==> config.mk <==
export PLATFORM = sky130hd
export DESIGN_NAME = enc_rr_arbiter
export DESIGN_NICKNAME = d
export VERILOG_FILES = /design/src/rtl/enc_rr_arbiter.sv
export SDC_FILE = /design/constraint.sdc
export NUM_CORES = 1
export LEC_CHECK = 0
export CORE_ASPECT_RATIO = 0.6
export CORE_UTILIZATION = 30
export CTS_BUF_LIST = sky130_fd_sc_hd__clkbuf_2
export DETAILED_ROUTE_END_ITERATION = 12
export GPL_TIMING_DRIVEN = 0
export SYNTH_ARGS = -nofsm -noshare
export SYNTH_HDL_FRONTEND = slang
export SYNTH_SLANG_ARGS = --single-unit
==> constraint.sdc <==
create_clock -name clk -period 4.29 [get_ports clk]
set_input_delay 0.6435 -clock clk [delete_from_list [all_inputs] [get_ports clk]]
set_output_delay 0.6435 -clock clk [all_outputs]
set_load 0.05 [all_outputs]
==> src/rtl/enc_rr_arbiter.sv <==
// rtl/enc_rr_arbiter.sv - round-robin arbiter driving an 8-to-3 encoded grant link
// Grants one requester at a time, holds until release or hold timeout, then rotates.
module enc_rr_arbiter #(
  parameter int N_REQ    = 8,
  parameter int IDX_W    = 3,
  parameter int MAX_HOLD = 16
) (
  input  logic             clk,
  input  logic             rst_n,
  input  logic [N_REQ-1:0] req,
  input  logic             done,
  output logic [N_REQ-1:0] gnt,
  output logic [IDX_W-1:0] gnt_idx,
  output logic             gnt_valid,
  output logic             timeout
);

  typedef enum logic {S_IDLE, S_GRANT} state_t;

  localparam logic [7:0] HOLD_LIMIT = 8'(MAX_HOLD);

  state_t             state, state_next;
  logic [IDX_W-1:0]   ptr, ptr_next;
  logic [7:0]         hold_cnt, hold_next;
  logic [N_REQ-1:0]   gnt_q, gnt_next;
  logic [IDX_W-1:0]   idx_q, idx_next;
  logic               timeout_q, timeout_next;

  logic [IDX_W:0]     idle_pick, rel_pick;
  logic [IDX_W-1:0]   after_owner;
  logic               owner_req, at_limit, release_now;

  // First set bit of r scanning start, start+1, ... with wrap; MSB flags a hit.
  function automatic logic [IDX_W:0] rr_pick(input logic [N_REQ-1:0] r,
                                             input logic [IDX_W-1:0] start);
    logic [IDX_W:0]   res;
    logic [IDX_W-1:0] idx;
    res = '0;
    for (int i = 0; i < N_REQ; i++) begin
      idx = start + i[IDX_W-1:0];
      if (r[idx] && !res[IDX_W]) res = {1'b1, idx};
    end
    return res;
  endfunction

  always_ff @(posedge clk) begin
    if (!rst_n) begin
      state     <= S_IDLE;
      ptr       <= '0;
      hold_cnt  <= '0;
      gnt_q     <= '0;
      idx_q     <= '0;
      timeout_q <= 1'b0;
    end else begin
      state     <= state_next;
      ptr       <= ptr_next;
      hold_cnt  <= hold_next;
      gnt_q     <= gnt_next;
      idx_q     <= idx_next;
      timeout_q <= timeout_next;
    end
  end

  assign after_owner = idx_q + 1'b1;
  assign owner_req   = req[idx_q];
  assign at_limit    = (hold_cnt == HOLD_LIMIT);
  assign release_now = done | ~owner_req | at_limit;
  assign idle_pick   = rr_pick(req, ptr);
  // The releasing owner is masked so it queues behind everyone else.
  assign rel_pick    = rr_pick(req & ~gnt_q, after_owner);

  always_comb begin
    state_next   = state;
    ptr_next     = ptr;
    hold_next    = hold_cnt;
    gnt_next     = gnt_q;
    idx_next     = idx_q;
    timeout_next = 1'b0;
    case (state)
      S_IDLE: begin
        if (idle_pick[IDX_W]) begin
          state_next = S_GRANT;
          gnt_next   = {{(N_REQ-1){1'b0}}, 1'b1} << idle_pick[IDX_W-1:0];
          idx_next   = idle_pick[IDX_W-1:0];
          hold_next  = 8'd1;
        end
      end
      S_GRANT: begin
        if (release_now) begin
          ptr_next     = after_owner;
          // A done or a dropped request in the limit cycle is an ordinary release.
          timeout_next = at_limit & ~done & owner_req;
          if (rel_pick[IDX_W]) begin
            gnt_next  = {{(N_REQ-1){1'b0}}, 1'b1} << rel_pick[IDX_W-1:0];
            idx_next  = rel_pick[IDX_W-1:0];
            hold_next = 8'd1;
          end else begin
            state_next = S_IDLE;
            gnt_next   = '0;
            idx_next   = '0;
            hold_next  = '0;
          end
        end else if (hold_cnt < HOLD_LIMIT) begin
          hold_next = hold_cnt + 8'd1;
        end
      end
      default: state_next = S_IDLE;
    endcase
  end

  always_comb begin
    gnt       = gnt_q;
    gnt_idx   = idx_q;
    gnt_valid = |gnt_q;
    timeout   = timeout_q;
  end

endmodule
==> results.toml, run 1 <==
[drt]
dr.pass1.iters = 5
drt_iter0_markers = 567
wl_met3_mm = 1.13
ant_nets = 0
wirelength_mm = 10.7
wl_met2_mm = 4.07
wl_met1_mm = 5.54
avgViaCountPerCell = 6.24
routedWlPerCell_um = 19.7
highest_layer = "met3"
vias = 3401
drc = 0

[grt]
overflow = 0
antenna_found_initial = 0
grt_max_degree = 13
grt_pass1_wl_mm = 17.2
first_global_vias = 3157
grt_usage = 0.191

[worst_setup_path]
r2r-end = "gnt[0]$_SDFFE_PN0P_"
startpoint = "gnt_idx[0]$_SDFFE_PN0P_"
r2r_slack_ns = 0.23
reg2reg_from = "gnt_idx[0]$_SDFFE_PN0P_"
start_kind = "flop"
worstSetupPathType = "flop to flop"
arrival_ns = 4.34
crit_fanout = 10
endpoint_kind = "flop"
critPathRequiredTime_ns = 4.57
rr_worst_depth = 14

[final_layout]
final_common_cell = "nor2_1"
final_core_util = 0.354
final_area_um2 = 3750
drive_above_1_share = 0.200
finalNonFillerCells = 545
diodes = 0
n_fill_cell = 1100
final_nets = 425
area_growth_pct = 14.2
final_cell_mix = "33 x nor2_1, 27 x nand2_1, 22 x dfxtp_1, 22 x clkdlybuf4s50_1"

[floorplanning]
die_x_um = 137
core_um2 = 10600
die-area_um2 = 11400
die_h_um = 83.1
rows = 29
io-pin-count = 24
initial_core_util = 0.310

[pwr]
p_per_area_nw_per_um2 = 773
power_frac_comb = 0.847
internal-power_w = 0.00127
p_switching_w = 0.00163
swShare = 0.561
clkPwrFrac = 0.029
p_leak_nw = 1.37
seq_power_share = 0.124
ir_worst_vdd_v = 0.000414
power.total_w = 0.00290

[yosys]
async_reset_ff_frac = 0
synth_area_um2 = 3290
yosysWarnings = 0
post_synth.cell_area_avg_um2 = 8.60
synthMuxAreaShare = 0.252
syn_inst = 382
syn_nets = 399
ys_seq_area_frac = 0.146
synth.distinct_cells = 83
synth_simple_gate_area_frac = 0.265
ys_seq_elements = 24
synth-xor-area-share = 0.0282
synth_edf_count = 0
synth-adder-area-share = 0.0228
synth_top_family_by_area = "simple AND/OR/NAND/NOR gates"
synth_compound_area_frac = 0.221
ys.flop_type = "dfxtp_1"

[hold_path]
holdCritPathClass = "flop to flop"
whs_path_depth = 1
min_from = "hold_cnt[5]$_SDFFE_PN0P_"
min_to = "hold_cnt[5]$_SDFFE_PN0P_"

[timing]
fmax_ghz = 0.246
fin_skew_ns = 0.00212
maxSlewViolCount = 0
tightest_slew_ns = 0.684
fin_crit_ns = 4.06
hold_viol_final = 0
rsz0062_at_grt = "false"
timing.final.ws_setup_ns = 0.232
setup_violations = 0
max_slew_margin = 0.541
finalCritPeriodShare = 0.946

[cts]
clock_tree.buffer_depth = 2
cts_sinks = 24
cts_tree = "built"
cts_setup_buffers = 0
clock_latency_ns = 0.33
cts_made_buffers = 3
path_clk_slew_ns = 0.21
cts_htree_levels = 1
cts_root_buffer = "clkbuf_2"

[placement]
dp_hpwl_mm = 8.38
io_buffers = 22
placed_area_um2 = 3680
dp_slack_ns = -0.108
dp_cells = 543
gp_congestion = 0.945

[run]
drv_cap = 0

[status]
outcome = "finished, final reports clean"
==> per-layer routing <==
layer  vias up  track usage
li1       1549            -
met1      1675        0.321
met2       177        0.247
met3         0       0.0452
met4         0      0.00500
met5         -            0
==> flip-flops by register name, indices dropped and copies added (netlist names) <==
name and count:
gnt 8, hold_cnt 8, gnt_idx 3, state 1, timeout 1, ptr 3
==> cells by family (layout without fill, tap and decap cells) <==
kind of cell / Yosys count / in the layout
flops: 24 / 24
simple gates: 153 / 153
compound gates: 95 / 95
mux: 51 / 51
fa+ha+maj: 6 / 6
buf+inv: 45 / 69
xor+xnor: 8 / 8
==> cell usage after synthesis (4+ instances only) <==
master | number | area share
nor2_1 | 33 | 0.038
nand2_1 | 27 | 0.031
dfxtp_1 | 24 | 0.15
mux2i_1 | 17 | 0.052
mux4_2 | 16 | 0.11
buf_2 | 15 | 0.023
inv_1 | 15 | 0.017
a21oi_1 | 14 | 0.021
o21ai_0 | 14 | 0.021
nand3_1 | 11 | 0.017
mux2_2 | 10 | 0.034
clkbuf_1 | 9 | 0.010
nor3_1 | 9 | 0.014
nor2b_1 | 8 | 0.015
a31oi_1 | 7 | 0.013
nand2b_1 | 7 | 0.013
a211oi_1 | 6 | 0.014
and3_1 | 6 | 0.011
ha_1 | 6 | 0.023
mux4_1 | 6 | 0.048
nand4_1 | 6 | 0.011
nor4_1 | 6 | 0.011
a22oi_1 | 5 | 0.011
nand3b_1 | 5 | 0.011
o221ai_1 | 4 | 0.011
or4_1 | 4 | 0.0091
xnor2_1 | 4 | 0.011
==> worst max-delay path: stages (launching register included) <==
cell      delay, ns
dfxtp_1        0.54
inv_1          0.17
buf_4          0.22
ha_1           0.38
buf_2          0.22
and4b_1        0.25
o41ai_2        0.41
o21ai_2        0.24
nor3b_1        0.20
or4_1          0.42
o211a_1        0.16
and3b_1        0.23
buf_6          0.13
or3b_1         0.37
o211ai_2       0.07
==> what timing repair did <==
item,4_1_cts,5_1_grt
hold buffers,0,0
endpoints found under the setup margin,4,12
gates resized for setup,2,11
pin swaps,0,1
==> how the worst max path moves through the flow <==
stage | depth (start not counted) | end
6_report | 14 | gnt[0]$_SDFFE_PN0P_
5_1_grt | 13 | gnt[2]$_SDFFE_PN0P_
4_1_cts | 14 | hold_cnt[0]$_SDFFE_PN0P_
3_5_place_dp | 13 | gnt[2]$_SDFFE_PN0P_
3_3_place_gp | 13 | gnt[2]$_SDFFE_PN0P_
2_1_floorplan | 13 | gnt[0]$_SDFFE_PN0P_
==> cell type report <==
| type | count | area [um2] | area share |
|---|---|---|---|
| Buffer | 27 | 150 | 0.0400 |
| Clock buffer | 3 | 15.0 | 0.00400 |
| Inverter | 17 | 67.6 | 0.0180 |
| Multi-Input combinational cell | 313 | 2640 | 0.704 |
| Sequential cell | 24 | 483 | 0.129 |
| Tap cell | 139 | 174 | 0.0464 |
| Timing Repair Buffer | 22 | 220 | 0.0587 |
==> metrics by stage <==
| stage | setup TNS [ns] | hold WS (ns) |
|---|---|---|
| 2_1_floorplan | 0 | 0.454 |
| 6_report | 0 | 0.507 |
| 5_1_grt | 0 | 0.528 |
| 3_3_place_gp | -0.0431 | 0.476 |
| 4_1_cts | 0 | 0.512 |
| 3_5_place_dp | -0.108 | 0.485 |
==> power groups by stage <==
stage | clock network (W) | logic (W) | registers [W]
2_1_floorplan | 0 | 0.00169 | 0.000422
3_3_place_gp | 0 | 0.00230 | 0.000353
3_5_place_dp | 0 | 0.00233 | 0.000353
4_1_cts | 0.0000895 | 0.00235 | 0.000348
5_1_grt | 0.0000997 | 0.00263 | 0.000367
6_report | 0.0000851 | 0.00246 | 0.000360
No activity file was read; power rests on OpenSTA's default activity.
==> run 2: changes to the inputs <==
--- a/config.mk
+++ b/config.mk
@@ -5,11 +5,13 @@
 export SDC_FILE = /design/constraint.sdc
 export NUM_CORES = 1
 export LEC_CHECK = 0
+export CAP_MARGIN = 25
 export CORE_ASPECT_RATIO = 0.6
 export CORE_UTILIZATION = 30
 export CTS_BUF_LIST = sky130_fd_sc_hd__clkbuf_2
 export DETAILED_ROUTE_END_ITERATION = 12
 export GPL_TIMING_DRIVEN = 0
+export HOLD_SLACK_MARGIN = 0.05
 export SYNTH_ARGS = -nofsm -noshare
 export SYNTH_HDL_FRONTEND = slang
 export SYNTH_SLANG_ARGS = --single-unit
==> results of run 2 <==
The final DEF is identical to that of run 1; final timing and power are the same.
